$ cat src/rtl/score_display_renderer.sv
// Multi-player score overlay: binary scores -> BCD (sequential double dabble) -> 7-segment pixels.
// New scores are captured on a vblank rising edge and committed to the display before active video.
module score_display_renderer #(
  parameter int NUM_PLAYERS  = 2,
  parameter int SCORE_W      = 7,
  parameter int DIGITS       = 2,
  parameter int SCALE_LOG2   = 0,
  parameter int X0           = 128,
  parameter int PLAYER_DX    = 192,
  parameter int DIGIT_DX     = 32,
  parameter int Y0           = 32,
  parameter int BLANK_LZ     = 1,
  parameter int BLINK_FRAMES = 16
) (
  input  logic                           clk7_159,
  input  logic                           reset,
  input  logic [8:0]                     hcnt,
  input  logic [8:0]                     vcnt,
  input  logic                           vblank,
  input  logic [NUM_PLAYERS*SCORE_W-1:0] score_in,
  input  logic                           score_load,
  input  logic                           blink_en,
  output logic                           busy,
  output logic                           score
);

  localparam int S      = 1 << SCALE_LOG2;
  localparam int NB_RAW = (SCORE_W + 3) / 3;  // enough nibbles for 2^SCORE_W-1
  localparam int NB     = (NB_RAW > DIGITS) ? NB_RAW : DIGITS;
  localparam int PW     = (NUM_PLAYERS > 1) ? $clog2(NUM_PLAYERS) : 1;
  localparam int CW     = (SCORE_W > 1) ? $clog2(SCORE_W) : 1;
  localparam int FW     = (BLINK_FRAMES > 1) ? $clog2(BLINK_FRAMES) : 1;
  localparam logic signed [15:0] YC = 16'(Y0);

  typedef enum logic [1:0] {ST_IDLE, ST_CONV, ST_COMMIT} state_t;

  state_t                r_state, w_state_next;
  logic                  w_capture;
  logic                  r_vblank_d;
  logic                  w_vb_rise;
  logic                  r_pending;
  logic [SCORE_W-1:0]    r_cap    [NUM_PLAYERS];
  logic [4*DIGITS-1:0]   r_shadow [NUM_PLAYERS];
  logic [4*DIGITS-1:0]   r_disp   [NUM_PLAYERS];
  logic [PW-1:0]         r_player, w_next_idx;
  logic [CW-1:0]         r_bitcnt;
  logic [SCORE_W-1:0]    r_bin;
  logic [4*NB-1:0]       r_bcd, w_bcd_adj, w_bcd_next;
  logic                  w_over;
  logic [4*DIGITS-1:0]   w_sat_val;
  logic                  w_last_bit, w_last_player;
  logic [FW-1:0]         r_frame_cnt;
  logic                  r_hidden;
  logic                  w_frame_wrap;
  logic [NUM_PLAYERS-1:0] w_player_hit;
  logic signed [15:0]    w_dy, w_w;
  logic                  w_in_y;

  function automatic logic [6:0] f_seg7(input logic [3:0] d);
    // bit order {g,f,e,d,c,b,a}
    case (d)
      4'd0:    f_seg7 = 7'h3F;
      4'd1:    f_seg7 = 7'h06;
      4'd2:    f_seg7 = 7'h5B;
      4'd3:    f_seg7 = 7'h4F;
      4'd4:    f_seg7 = 7'h66;
      4'd5:    f_seg7 = 7'h6D;
      4'd6:    f_seg7 = 7'h7D;
      4'd7:    f_seg7 = 7'h07;
      4'd8:    f_seg7 = 7'h7F;
      4'd9:    f_seg7 = 7'h6F;
      default: f_seg7 = 7'h00;
    endcase
  endfunction

  assign w_vb_rise     = vblank & ~r_vblank_d;
  assign w_last_bit    = (r_bitcnt == CW'(SCORE_W - 1));
  assign w_last_player = (r_player == PW'(NUM_PLAYERS - 1));
  assign w_next_idx    = w_last_player ? '0 : r_player + 1'b1;
  assign w_frame_wrap  = (r_frame_cnt == FW'(BLINK_FRAMES - 1));

  always_ff @(posedge clk7_159) begin
    if (reset) r_state <= ST_IDLE;
    else       r_state <= w_state_next;
  end

  always_comb begin
    w_state_next = r_state;
    w_capture    = 1'b0;
    busy         = 1'b0;
    case (r_state)
      ST_IDLE: begin
        if (w_vb_rise && r_pending) begin
          w_capture    = 1'b1;
          w_state_next = ST_CONV;
        end
      end
      ST_CONV: begin
        busy = 1'b1;
        if (w_last_bit && w_last_player) w_state_next = ST_COMMIT;
      end
      ST_COMMIT: begin
        busy         = 1'b1;
        w_state_next = ST_IDLE;
      end
      default: w_state_next = ST_IDLE;
    endcase
  end

  // Add-3 on every nibble >= 5, then shift the next binary bit in at the bottom.
  generate
    for (genvar gi = 0; gi < NB; gi++) begin : g_dd
      assign w_bcd_adj[gi*4 +: 4] = (r_bcd[gi*4 +: 4] >= 4'd5) ? r_bcd[gi*4 +: 4] + 4'd3
                                                              : r_bcd[gi*4 +: 4];
    end
    if (NB > DIGITS) begin : g_over
      assign w_over = |w_bcd_next[4*NB-1:4*DIGITS];
    end else begin : g_no_over
      assign w_over = 1'b0;
    end
  endgenerate

  assign w_bcd_next = {w_bcd_adj[4*NB-2:0], r_bin[SCORE_W-1]};
  assign w_sat_val  = w_over ? {DIGITS{4'h9}} : w_bcd_next[4*DIGITS-1:0];

  always_ff @(posedge clk7_159) begin
    if (reset) begin
      r_vblank_d <= 1'b0;
      r_pending  <= 1'b0;
      r_player   <= '0;
      r_bitcnt   <= '0;
      r_bin      <= '0;
      r_bcd      <= '0;
      for (int p = 0; p < NUM_PLAYERS; p++) begin
        r_cap[p]    <= '0;
        r_shadow[p] <= '0;
        r_disp[p]   <= '0;
      end
    end else begin
      r_vblank_d <= vblank;
      if (score_load)     r_pending <= 1'b1;
      else if (w_capture) r_pending <= 1'b0;
      if (w_capture) begin
        for (int p = 0; p < NUM_PLAYERS; p++) r_cap[p] <= score_in[p*SCORE_W +: SCORE_W];
        r_player <= '0;
        r_bitcnt <= '0;
        r_bcd    <= '0;
        r_bin    <= score_in[SCORE_W-1:0];
      end else if (r_state == ST_CONV) begin
        if (w_last_bit) begin
          r_shadow[r_player] <= w_sat_val;
          r_player           <= w_next_idx;
          r_bitcnt           <= '0;
          r_bcd              <= '0;
          r_bin              <= r_cap[w_next_idx];
        end else begin
          r_bcd    <= w_bcd_next;
          r_bin    <= r_bin << 1;
          r_bitcnt <= r_bitcnt + 1'b1;
        end
      end else if (r_state == ST_COMMIT) begin
        for (int p = 0; p < NUM_PLAYERS; p++) r_disp[p] <= r_shadow[p];
      end
    end
  end

  always_ff @(posedge clk7_159) begin
    if (reset) begin
      r_frame_cnt <= '0;
      r_hidden    <= 1'b0;
    end else begin
      if (w_vb_rise) r_frame_cnt <= w_frame_wrap ? '0 : r_frame_cnt + 1'b1;
      if (!blink_en)                   r_hidden <= 1'b0;
      else if (w_vb_rise && w_frame_wrap) r_hidden <= ~r_hidden;
    end
  end

  assign w_dy   = $signed({7'd0, vcnt}) - YC;
  assign w_w    = w_dy >>> SCALE_LOG2;
  assign w_in_y = !w_dy[15] && (w_w < 16'sd32);

  generate
    for (genvar gi = 0; gi < NUM_PLAYERS; gi++) begin : g_player
      logic [DIGITS-1:0] w_lz;
      logic [DIGITS-1:0] w_hit;
      for (genvar gj = 0; gj < DIGITS; gj++) begin : g_digit
        localparam logic signed [15:0] XC = 16'(X0 + gi*PLAYER_DX + gj*DIGIT_DX*S);
        localparam bit CAN_BLANK = (BLANK_LZ != 0) && (gj < DIGITS - 1);
        logic [3:0]         w_dig;
        logic signed [15:0] w_dx, w_u;
        logic               w_ul, w_ur, w_blank;
        logic [6:0]         w_seg;

        assign w_dig = r_disp[gi][4*(DIGITS-1-gj) +: 4];
        if (gj == 0) begin : g_lz0
          assign w_lz[gj] = (w_dig == 4'd0);
        end else begin : g_lzn
          assign w_lz[gj] = w_lz[gj-1] && (w_dig == 4'd0);
        end
        assign w_blank = CAN_BLANK && w_lz[gj];

        assign w_dx = $signed({7'd0, hcnt}) - XC;
        assign w_u  = w_dx >>> SCALE_LOG2;
        assign w_ul = (w_u < 16'sd4);
        assign w_ur = (w_u >= 16'sd12);
        assign w_seg = {(w_w >= 16'sd14) && (w_w < 16'sd18),
                        w_ul && (w_w < 16'sd16),
                        w_ul && (w_w >= 16'sd16),
                        (w_w >= 16'sd28),
                        w_ur && (w_w >= 16'sd16),
                        w_ur && (w_w < 16'sd16),
                        (w_w < 16'sd4)};
        assign w_hit[gj] = !w_dx[15] && (w_u < 16'sd16) && w_in_y && !w_blank &&
                           |(f_seg7(w_dig) & w_seg);
      end
      assign w_player_hit[gi] = |w_hit;
    end
  endgenerate

  always_ff @(posedge clk7_159) begin
    if (reset) score <= 1'b0;
    else       score <= (|w_player_hit) && !(blink_en && r_hidden);
  end

endmodule

$ cat config.mk
export PLATFORM = sky130hd
export DESIGN_NAME = score_display_renderer
export DESIGN_NICKNAME = d
export VERILOG_FILES = /design/src/rtl/score_display_renderer.sv
export SDC_FILE = /design/constraint.sdc
export NUM_CORES = 1
export LEC_CHECK = 0
export BUFFER_PORTS_ARGS = -buffer_cell sky130_fd_sc_hd__buf_2
export CAP_MARGIN = 40
export CORE_AREA = 2 2 117 85
export DETAILED_ROUTE_END_ITERATION = 10
export DIE_AREA = 0 0 119 87
export GPL_TIMING_DRIVEN = 0
export PLACE_DENSITY_LB_ADDON = 0.1
export SETUP_SLACK_MARGIN = 0.2
export SLEW_MARGIN = 20
export SYNTH_ARGS = -nofsm -noshare
export SYNTH_HDL_FRONTEND = slang
export SYNTH_SLANG_ARGS = --single-unit
$ cat constraint.sdc
create_clock -name clk7_159 -period 1.85 [get_ports clk7_159]
set_input_delay 0.0925 -clock clk7_159 [delete_from_list [all_inputs] [get_ports clk7_159]]
set_output_delay 0.0925 -clock clk7_159 [all_outputs]
set_load 0.01 [all_outputs]
# Word-level counts from Yosys, hierarchy flattened
# Memory sizes are Yosys's and may differ from the RTL's.
# Index checks and enable logic that the tools add are counted.
[op_classes]
shift = 0
eq_ne = 6
add_sub_neg = 11
reduce_logical = 62
muxes = 41
n_bitwise = 12
div_mod_pow = 0
n_mul = 0
magnitude_cmp = 22
[ops]
columns = ["operator", "n"]
rows = [
  ["less-than comparator 10 x 6 -> 1 bit (second input constant)", 6],
  [">= comparator 10 x 5 -> 1 bit (second input constant)", 5],
  ["less-than comparator 10 x 4 -> 1 bit (second input constant)", 5],
  ["logical AND 1 bit", 37],
  ["two-way mux 7 bit", 5],
  ["two-way mux 8 bit", 4],
  ["bitwise AND 7 bit", 4],
  ["OR reduction 7 bit", 4],
  ["two-way mux 1 bit", 23],
  [">= comparator 10 x 6 -> 1 bit (second input constant)", 2],
  ["subtractor 9 x 8 -> 10 bit (second input constant)", 2],
  ["subtractor 9 x 9 -> 10 bit (second input constant)", 2],
  [">= comparator 4 x 3 -> 1 bit (second input constant)", 3],
  ["two-way mux 12 bit", 1],
  ["two-way mux 4 bit", 3],
  ["less-than comparator 10 x 7 -> 1 bit (second input constant)", 1],
  ["subtractor 9 x 6 -> 10 bit (second input constant)", 1],
  ["adder 4 x 2 -> 4 bit (second input constant)", 2],
  ["logical NOT 1 bit", 8],
  ["logical NOT 4 bit", 2],
  ["OR reduction 4 bit", 2],
  ["OR reduction 8 bit", 1],
  ["two-way mux 3 bit", 2],
  ["OR reduction 2 bit", 3],
  ["other kinds (17)", 26],
]
[word_totals]
out_inout_bits = 2
regBits = 33
wordCells = 171
mem_count = 7
mem_bits_rw = 46
romBits = 448
latchBits = 0
inputBits = 37
[mem_list]
columns = ["memory", "words", "word_bits", "read_ports", "rd_ports_with_merged_regs", "wr", "line", "text"]
rows = [
  ["(no name shown)", 16, 7, 1, 0, 0, "61", "case (d)"],
  ["(no name shown)", 16, 7, 1, 0, 0, "61", ""],
  ["(no name shown)", 16, 7, 1, 0, 0, "61", ""],
  ["(no name shown)", 16, 7, 1, 0, 0, "61", ""],
  ["r_disp", 2, 8, 2, 0, 2, "44", "logic [4*DIGITS-1:0] r_disp [NUM_PLAYERS];"],
  ["r_shadow", 2, 8, 2, 0, 2, "43", "logic [4*DIGITS-1:0] r_shadow [NUM_PLAYERS];"],
  ["+1 memories", "n/a", "n/a", "n/a", "n/a", "n/a", "n/a", ""],
]

# Longest topological paths before layout
# Gate-level depths: netlist of the first run.
[logic_depth]
depth_word = 10
ltp_mapped = 9

# Least setup slack after synthesis of the first run
# Ideal clock, no wire load.
[synth_path]
path_type = "reg-to-reg"
startpoint = "reg r_state[0]"
endpoint = "mem r_shadow[0][0] (netlist name), enable pin"
synth_period_minus_slack_ns = 1.931
setup_slack_ns = -0.081
arrival_time_ns = 1.596
n_path_buf = 1
setup_time_ns = 0.334
required_time_ns = 1.516
stages_incl_launch_ff = 8
path_cell_list = "dfxtp_1 inv_1 ha_1 nand3_1 nand2b_1 or3_1 clkbuf_1 nand2b_1"
[synth_rtl]
columns = ["element", "line", "text"]
rows = [
  ["start, declared", "37", "state_t r_state, w_state_next;"],
  ["start signal, assigned", "84", "else r_state <= w_state_next;"],
  ["end, declared", "43", ""],
]

==> flow_results.xml, run 1 <==
<?xml version="1.0" encoding="UTF-8"?>
<metrics>
  <group name="critical_path">
    <metric name="reg2reg_setup_slack" unit="ns">-0.08</metric>
    <metric name="critical_path.slowest_cell" unit="">sky130_fd_sc_hd__or4_4</metric>
    <metric name="worstSetupPathType" unit="">flop to flop</metric>
    <metric name="path_buf_inv" unit="">1</metric>
    <metric name="timing.rr.start" unit="">r_disp[0][4]$_SDFFCE_PN0P_</metric>
    <metric name="critical_path.max_fanout" unit="">2</metric>
    <metric name="worstReg2RegEnd" unit="">score$_SDFF_PP0_</metric>
    <metric name="arr_time_crit_path" unit="ns">2.14</metric>
    <metric name="reg2reg_depth" unit="">8</metric>
    <metric name="crit_path_max_incr_delay" unit="ns">0.40</metric>
    <metric name="path_delay_family" unit="">simple AND/OR/NAND/NOR gates</metric>
    <metric name="cp-end-kind" unit="">flop</metric>
    <metric name="required" unit="ns">2.06</metric>
    <metric name="crit_chain" unit="">inv_2 -&gt; ha_4 -&gt; nand2_4 -&gt; or4_4 -&gt; o211ai_1 -&gt; o32ai_2 -&gt; nor4b_2 -&gt; nand4_1</metric>
    <metric name="worst_setup_path_start_kind" unit="">flop</metric>
  </group>
  <group name="sta">
    <metric name="rsz0062_at_grt" unit="">yes</metric>
    <metric name="post-route-worst-setup-slack" unit="ns">-0.07518</metric>
    <metric name="final_hold_viol_count" unit="">0</metric>
    <metric name="achievable-frequency" unit="MHz">519.4</metric>
    <metric name="final_setup_violation_count" unit="">2</metric>
    <metric name="slew_headroom" unit="">0.4954</metric>
    <metric name="skew" unit="ns">0.006916</metric>
    <metric name="timing_worst_slew_pin_value" unit="ns">0.7487</metric>
    <metric name="layout_worst_path_cycle_share" unit="">1.041</metric>
    <metric name="timing.setup.tns" unit="ns">-0.07833</metric>
    <metric name="post_route_minimum_period" unit="ns">1.925</metric>
    <metric name="final-max-slew-violation-count" unit="">0</metric>
    <metric name="hold-worst-slack" unit="ns">0.02176</metric>
  </group>
  <group name="place">
    <metric name="dp.final_hpwl" unit="mm">8.183</metric>
    <metric name="placement.io_buffers" unit="">37</metric>
    <metric name="dpl_cell_area" unit="µm²">5433</metric>
    <metric name="routabilityCongestion" unit="">0.8680</metric>
  </group>
  <group name="drt">
    <metric name="drt-initial-drc-count" unit="">223</metric>
    <metric name="post_drt_wl_per_cell" unit="µm">17.42</metric>
    <metric name="drt-total-wl" unit="mm">12.88</metric>
    <metric name="avgViaCountPerCell" unit="">5.825</metric>
    <metric name="drc" unit="">0</metric>
    <metric name="dr_total_vias" unit="">4305</metric>
    <metric name="drt_pass1_iterations" unit="">4</metric>
    <metric name="antenna_violating_nets_post_route" unit="">0</metric>
  </group>
  <group name="yosys">
    <metric name="synth.ff_latch_count" unit="">79</metric>
    <metric name="post_synth.cell_area_avg" unit="µm²">9.510</metric>
    <metric name="async_reset_ff_frac" unit="">0</metric>
    <metric name="synth_top_family_by_area" unit="">simple AND/OR/NAND/NOR gates</metric>
    <metric name="yosys.area_share.adder" unit="">0.09560</metric>
    <metric name="yosysTopAreaCell" unit="">sky130_fd_sc_hd__edfxtp_1</metric>
    <metric name="synth-simple-area-share" unit="">0.2161</metric>
    <metric name="area_of_the_mapped_netlist" unit="µm²">4974</metric>
    <metric name="post_synth_inst_count" unit="">523</metric>
    <metric name="synth_compound_area_frac" unit="">0.1748</metric>
    <metric name="ys.warnings.count" unit="">0</metric>
    <metric name="yosys.cell_types.count" unit="">71</metric>
    <metric name="synth_enable_flop_cells" unit="">46</metric>
    <metric name="share_of_the_synthesized_netlist_area_taken_by_xor_and_xnor_gates" unit="">0.01761</metric>
    <metric name="synth.net_count" unit="">598</metric>
    <metric name="netlist_top_cells_count" unit="">52 x sky130_fd_sc_hd__nor2_1, 51 x sky130_fd_sc_hd__a21oi_1, 46 x sky130_fd_sc_hd__edfxtp_1</metric>
    <metric name="sequential_fraction_of_the_synthesis_area" unit="">0.4106</metric>
    <metric name="synth_mux_area_frac" unit="">0.03748</metric>
    <metric name="post-synth-top-count-cell" unit="">sky130_fd_sc_hd__nor2_1</metric>
    <metric name="synthDominantCellAreaShare" unit="">0.2777</metric>
    <metric name="synth.top_cells.by_area" unit="">sky130_fd_sc_hd__edfxtp_1 28%, sky130_fd_sc_hd__dfxtp_1 13%, sky130_fd_sc_hd__ha_1 9.6%</metric>
    <metric name="synthFlopType" unit="">sky130_fd_sc_hd__edfxtp_1</metric>
  </group>
  <group name="global_routing">
    <metric name="grt_pass1_wl" unit="mm">19.62</metric>
    <metric name="initial_antenna_violation_count" unit="">0</metric>
    <metric name="globalRouteOverflowTotal" unit="">0</metric>
    <metric name="first_global_vias" unit="">4022</metric>
    <metric name="grt_use_total" unit="">0.2418</metric>
    <metric name="grtUsageMet1" unit="">0.3514</metric>
    <metric name="gr-usage-met2" unit="">0.3673</metric>
    <metric name="grt_max_degree" unit="">24</metric>
    <metric name="globalRouteMet3Util" unit="">0.06283</metric>
    <metric name="busiest_layer_in_global_routing" unit="">met2</metric>
  </group>
  <group name="power_and_ir_drop">
    <metric name="p_leak" unit="µW">0.002534</metric>
    <metric name="power_density" unit="nW/µm²">863.6</metric>
    <metric name="design_power_total" unit="µW">5688</metric>
    <metric name="ir_drop" unit="mV">0.6421</metric>
  </group>
  <group name="clocking">
    <metric name="clk_root_buffer_cell" unit="">sky130_fd_sc_hd__clkbuf_16</metric>
    <metric name="numCtsBuffers" unit="">9</metric>
    <metric name="worstSkewPairLatency" unit="ns">0.35</metric>
    <metric name="cts_max_level" unit="">3</metric>
    <metric name="clock_slew_at_the_register_clock_pins_of_the_worst_setup_and_hold_paths" unit="ns">0.06</metric>
    <metric name="cts_buffer_depth" unit="">2</metric>
    <metric name="tritoncts" unit="">built</metric>
    <metric name="clock_sink_count" unit="">79</metric>
  </group>
  <group name="floorplanning">
    <metric name="row_count" unit="">30</metric>
    <metric name="die_area" unit="µm²">10350</metric>
    <metric name="starting_utilization_of_the_core_area" unit="">0.5321</metric>
    <metric name="height_of_the_die" unit="µm">87</metric>
    <metric name="floorplan.die.width" unit="µm">119</metric>
    <metric name="top_level_ports" unit="">39</metric>
    <metric name="core" unit="µm²">9346</metric>
  </group>
  <group name="run">
    <metric name="maxCapViolCount" unit="">0</metric>
  </group>
  <group name="finish">
    <metric name="post_route_cells_drive_above_1_share" unit="">0.3502</metric>
    <metric name="layout.cell_area.non_filler" unit="µm²">6586</metric>
    <metric name="finalNetCount" unit="">681</metric>
    <metric name="flow.area_growth_from_synthesis" unit="%">32.43</metric>
    <metric name="num_antenna_cells" unit="">0</metric>
  </group>
  <group name="min_path">
    <metric name="hold-path-endpoint" unit="">r_cap[1][1]$_SDFFCE_PN0P_</metric>
    <metric name="min-delay-path-class" unit="">primary input to flop</metric>
    <metric name="min_from" unit="">score_in[8]</metric>
    <metric name="min_path_cells" unit="">2</metric>
  </group>
  <group name="outcome">
    <metric name="violated_checks" unit="">negative setup slack</metric>
    <metric name="status" unit="">finished with violations</metric>
  </group>
</metrics>
[worst register-to-register path, stage by stage (launching register included)]
cell and delay [ns]:
sky130_fd_sc_hd__edfxtp_1 0.37, sky130_fd_sc_hd__inv_2 0.06, sky130_fd_sc_hd__ha_4 0.29, sky130_fd_sc_hd__nand2_4 0.05, sky130_fd_sc_hd__or4_4 0.40, sky130_fd_sc_hd__o211ai_1 0.15
sky130_fd_sc_hd__o32ai_2 0.14, sky130_fd_sc_hd__nor4b_2 0.22, sky130_fd_sc_hd__nand4_1 0.12
[cell type report]
cell class                 count  area (µm²)
fill                         690        2760
sequential                    79        2064
buffer                        23       205.2
multi-input combinational    389        3231
clock inverter                 7       95.09
timing repair buffer          71       471.7
tap                          128       160.2
clock buffer                   9       225.2
inverter                      33       133.9
[per-stage QoR]
step	std cells	utilization	worst slack, ns
3_3_place_gp	688	0.5813	-0.2580
5_1_grt	739	0.7047	-0.1366
3_5_place_dp	688	0.5813	-0.2442
2_1_floorplan	523	-	0.02300
4_1_cts	724	0.6681	-0.05833
6_report	739	0.7047	-0.07518
[how the worst max path moves through the flow]
stage / from / cells past startpoint / slack [ns] / endpoint
2_1_floorplan: r_disp[0][5]$_SDFFCE_PN0P_ / 8 / 0.02 / score$_SDFF_PP0_
3_3_place_gp: vcnt[5] / 9 / -0.26 / score$_SDFF_PP0_
6_report: r_disp[0][4]$_SDFFCE_PN0P_ / 8 / -0.08 / score$_SDFF_PP0_
3_5_place_dp: r_state[1]$_SDFFE_PP0P_ / 7 / -0.24 / r_bin[0]$_SDFFE_PP0P_
4_1_cts: r_disp[0][4]$_SDFFCE_PN0P_ / 8 / -0.06 / score$_SDFF_PP0_
5_1_grt: r_disp[0][4]$_SDFFCE_PN0P_ / 8 / -0.14 / score$_SDFF_PP0_
[cells by family after synthesis]
kind of cell / Yosys count
AO/OA/AOI/OAI: 130
XOR/XNOR: 10
adder cells (fa/ha/maj): 38
buffers and inverters: 56
flip-flops: 79
multiplexers: 18
AND/OR/NAND/NOR: 192
[state kept, by name (all words and copies together), names as in the netlist, 2 cells and up]
name,cells
r_frame_cnt,4
r_bin,7
r_cap,14
r_bcd,12
r_bitcnt,3
r_state,2
r_disp,16
r_shadow,16
[metal layers]
layer  wire length, µm  vias up
li1                  -     2064
met1              6026     2101
met2              5940      129
met3               759       11
met4               149        0
met5                 0        -
[power breakdown]
group	total, µW	switching [µW]	internal, µW
registers	2180	122	2050
logic	1600	912	693
clock network	1910	722	1190
total	5690	1760	3930
[cells in the final DEF, fill, tap and decap left out, drive strengths merged, types with 3 or more instances in the layout]
master / netlist / routed
a211oi: 14 / 14
a21oi: 51 / 51
a31oi: 7 / 7
and2: 31 / 31
and3: 3 / 3
buf: 14 / 81
clkbuf: 9 / 20
clkinv: 0 / 3
dfxtp: 33 / 33
edfxtp: 46 / 46
ha: 38 / 38
inv: 33 / 35
mux2: 5 / 5
mux2i: 13 / 13
nand2: 25 / 26
nand2b: 16 / 16
nand3: 10 / 10
nor2: 52 / 52
nor2b: 5 / 5
nor3: 12 / 12
nor3b: 8 / 8
nor4b: 3 / 3
o2111ai: 3 / 3
o211ai: 6 / 6
o21ai: 18 / 18
o22ai: 6 / 6
o31ai: 6 / 6
or2: 4 / 4
or3b: 3 / 3
or4b: 3 / 3
xnor2: 6 / 6
xor2: 4 / 4
[repair_timing]
item	CTS	global route
setup buffers	16	15
pin swaps	15	18
gates resized for setup	77	56
setup endpoints to repair	68	69
gates cloned	2	0
hold endpoints to repair	2	0
hold buffers	2	0
Note: power is estimated with default switching activity, not from simulation.
==> run 2: changes to the inputs <==
--- a/config.mk
+++ b/config.mk
@@ -7,9 +7,9 @@
 export LEC_CHECK = 0
 export BUFFER_PORTS_ARGS = -buffer_cell sky130_fd_sc_hd__buf_2
 export CAP_MARGIN = 40
-export CORE_AREA = 2 2 117 85
+export CORE_AREA = 2 2 172 124
 export DETAILED_ROUTE_END_ITERATION = 10
-export DIE_AREA = 0 0 119 87
+export DIE_AREA = 0 0 174 126
 export GPL_TIMING_DRIVEN = 0
 export PLACE_DENSITY_LB_ADDON = 0.1
 export SETUP_SLACK_MARGIN = 0.2
==> run 2 against run 1 <==
Against the previous run: non-clock buffer count grew 10; final area increased by 2.8%; routed wire length shrank 0.95%; clock skew grew 0.0013 ns; worst hold slack better by 0.0050 ns; clock power shrank 13%; first-iteration DRC count up 5.8%; critical path type unchanged; via count down 5.0%; critical path depth stayed put; combinational power is essentially flat; worst setup slack lost 0.071 ns; final cell count up 21%; the run still ends with negative setup slack left.
==> flow_results.xml, run 2 (synthesis results as in run 1) <==
<?xml version="1.0" encoding="UTF-8"?>
<metrics>
  <group name="power_and_ir_drop">
    <metric name="design_power_total" unit="µW">5415</metric>
    <metric name="power_density" unit="nW/µm²">799.6</metric>
    <metric name="p_leak" unit="µW">0.002532</metric>
    <metric name="ir_drop" unit="mV">0.3891</metric>
  </group>
  <group name="floorplanning">
    <metric name="height_of_the_die" unit="µm">126</metric>
    <metric name="die_area" unit="µm²">21920</metric>
    <metric name="floorplan.die.width" unit="µm">174</metric>
    <metric name="top_level_ports" unit="">39</metric>
    <metric name="core" unit="µm²">20260</metric>
    <metric name="row_count" unit="">44</metric>
    <metric name="starting_utilization_of_the_core_area" unit="">0.2455</metric>
  </group>
  <group name="critical_path">
    <metric name="path_delay_family" unit="">simple AND/OR/NAND/NOR gates</metric>
    <metric name="critical_path.slowest_cell" unit="">sky130_fd_sc_hd__edfxtp_1</metric>
    <metric name="cp-end-kind" unit="">flop</metric>
    <metric name="worstSetupPathType" unit="">flop to flop</metric>
    <metric name="crit_path_max_incr_delay" unit="ns">0.42</metric>
    <metric name="critical_path.max_fanout" unit="">3</metric>
    <metric name="required" unit="ns">2.06</metric>
    <metric name="crit_chain" unit="">inv_2 -&gt; ha_4 -&gt; nand2_4 -&gt; or4_4 -&gt; o211ai_1 -&gt; o32ai_2 -&gt; nor4b_2 -&gt; nand4_1</metric>
    <metric name="arr_time_crit_path" unit="ns">2.21</metric>
    <metric name="path_buf_inv" unit="">1</metric>
    <metric name="worst_setup_path_start_kind" unit="">flop</metric>
  </group>
  <group name="clocking">
    <metric name="tritoncts" unit="">built</metric>
    <metric name="clock_sink_count" unit="">79</metric>
    <metric name="clock_slew_at_the_register_clock_pins_of_the_worst_setup_and_hold_paths" unit="ns">0.07</metric>
    <metric name="clk_root_buffer_cell" unit="">sky130_fd_sc_hd__clkbuf_16</metric>
    <metric name="cts_buffer_depth" unit="">2</metric>
    <metric name="worstSkewPairLatency" unit="ns">0.34</metric>
    <metric name="numCtsBuffers" unit="">9</metric>
    <metric name="cts_max_level" unit="">3</metric>
  </group>
  <group name="drt">
    <metric name="dr_total_vias" unit="">4089</metric>
    <metric name="drt-initial-drc-count" unit="">236</metric>
    <metric name="detailroute.wirelength.met3" unit="µm">602</metric>
    <metric name="drt-total-wl" unit="mm">12.75</metric>
    <metric name="route.layer.met1.wl" unit="mm">6.906</metric>
    <metric name="antenna_violating_nets_post_route" unit="">0</metric>
    <metric name="avgViaCountPerCell" unit="">4.564</metric>
    <metric name="drt_pass1_iterations" unit="">4</metric>
    <metric name="routed.top_layer" unit="">met4</metric>
    <metric name="post_drt_wl_per_cell" unit="µm">14.23</metric>
    <metric name="dr_wl_met2" unit="mm">5.138</metric>
    <metric name="drc" unit="">0</metric>
  </group>
  <group name="global_routing">
    <metric name="initial_antenna_violation_count" unit="">0</metric>
    <metric name="first_global_vias" unit="">3969</metric>
    <metric name="grt_pass1_wl" unit="mm">20.89</metric>
    <metric name="grt_use_total" unit="">0.1183</metric>
    <metric name="globalRouteOverflowTotal" unit="">0</metric>
    <metric name="grt_max_degree" unit="">24</metric>
  </group>
  <group name="place">
    <metric name="routabilityCongestion" unit="">0.8512</metric>
    <metric name="dpl_cell_area" unit="µm²">5618</metric>
    <metric name="dp.final_hpwl" unit="mm">9.140</metric>
    <metric name="placement.io_buffers" unit="">37</metric>
    <metric name="post-place-ws" unit="ns">-0.3411</metric>
  </group>
  <group name="sta">
    <metric name="achievable-frequency" unit="MHz">501.0</metric>
    <metric name="post-route-worst-setup-slack" unit="ns">-0.1459</metric>
    <metric name="timing.setup.tns" unit="ns">-0.1799</metric>
    <metric name="timing_worst_slew_pin_value" unit="ns">0.8207</metric>
    <metric name="skew" unit="ns">0.008220</metric>
    <metric name="final_setup_violation_count" unit="">4</metric>
    <metric name="rsz0062_at_grt" unit="">yes</metric>
    <metric name="layout_worst_path_cycle_share" unit="">1.079</metric>
    <metric name="final-max-slew-violation-count" unit="">0</metric>
    <metric name="slew_headroom" unit="">0.4469</metric>
    <metric name="post_route_minimum_period" unit="ns">1.996</metric>
    <metric name="final_hold_viol_count" unit="">0</metric>
  </group>
  <group name="finish">
    <metric name="layout.cells.most_common_list" unit="">47 x sky130_fd_sc_hd__nor2_1, 46 x sky130_fd_sc_hd__edfxtp_1, 43 x sky130_fd_sc_hd__buf_2</metric>
    <metric name="final_core_utilization" unit="">0.3342</metric>
    <metric name="num_antenna_cells" unit="">0</metric>
    <metric name="layout_fillers" unit="">2135</metric>
    <metric name="flow.area_growth_from_synthesis" unit="%">36.15</metric>
    <metric name="seq_area" unit="µm²">2063</metric>
    <metric name="multi_input_comb_area" unit="µm²">3202</metric>
    <metric name="most_common_cell_after_layout_fill_and_taps_aside" unit="">sky130_fd_sc_hd__nor2_1</metric>
    <metric name="post_route_cells_drive_above_1_share" unit="">0.3548</metric>
    <metric name="layout.cell_area.non_filler" unit="µm²">6771</metric>
    <metric name="top_regs" unit="">r_disp (16), r_shadow (16), r_cap (14)</metric>
    <metric name="finalNetCount" unit="">690</metric>
  </group>
  <group name="outcome">
    <metric name="status" unit="">finished with violations</metric>
    <metric name="violated_checks" unit="">negative setup slack</metric>
  </group>
  <group name="run">
    <metric name="maxCapViolCount" unit="">0</metric>
  </group>
  <group name="min_path">
    <metric name="min-delay-path-class" unit="">primary input to flop</metric>
  </group>
</metrics>
## run 2: cell types whose count changed in the layout (fill, tap and decap cells not counted), moves of 2 or more
cell                        before  now
sky130_fd_sc_hd__bufinv_16       2    0
sky130_fd_sc_hd__buf_6           5   14
sky130_fd_sc_hd__buf_4          31   36
sky130_fd_sc_hd__a211oi_2        6    2
sky130_fd_sc_hd__buf_2          41   43
sky130_fd_sc_hd__nor2_2          1    3
sky130_fd_sc_hd__nand2_1        22   20
sky130_fd_sc_hd__dfxtp_2         6    8
sky130_fd_sc_hd__a211oi_1        8   12
sky130_fd_sc_hd__clkbuf_4        3    1
## run 2: what timing repair did
action / CTS / global route
pin swaps: 16 / 17
endpoints found under the hold margin: 2 / 0
setup endpoints to repair: 78 / 66
gates resized for setup: 89 / 45
hold buffers: 2 / 0
setup buffers: 24 / 18
## run 2: layout make-up
type	count	share of cell area
inverter	33	0.02014
clock inverter	6	0.006467
multi-input combinational	388	0.4728
tap	276	0.05100
sequential	79	0.3047
timing repair buffer	81	0.08186
clock buffer	10	0.03381
buffer	23	0.02919
## run 2: metrics by stage
step / hold WS, ns / instances
floorplan: 0.2099 / 523
global placement: 0.3021 / 836
detailed placement: 0.3093 / 836
CTS: 0.01445 / 878
global route: 0.01950 / 896
finish: 0.02680 / 896
## run 2: per-layer routing
| metal | up-vias | global-route usage |
|---|---|---|
| met5 | - | 0 |
| met4 | 0 | 0.02669 |
| met3 | 11 | 0.02566 |
| met2 | 67 | 0.1657 |
| met1 | 1937 | 0.1825 |
| li1 | 2074 | - |
## run 2: final timing paths
kind / slack (ns) / start / end / depth (start not counted)
setup / recovery: -0.15 / r_disp[0][4]$_SDFFCE_PN0P_ / score$_SDFF_PP0_ / 8
hold / removal: 0.03 / score_in[10] / r_cap[1][3]$_SDFFCE_PN0P_ / 2
hold reg to reg: 0.48 / r_bitcnt[2]$_SDFFE_PP0P_ / r_bitcnt[2]$_SDFFE_PP0P_ / 2
setup reg to reg: -0.15 / r_disp[0][4]$_SDFFCE_PN0P_ / score$_SDFF_PP0_ / 8
## run 2: report_power, final
part | switching [µW] | internal [µW]
sequential | 113 | 2050
clock | 749 | 917
combinational | 877 | 710
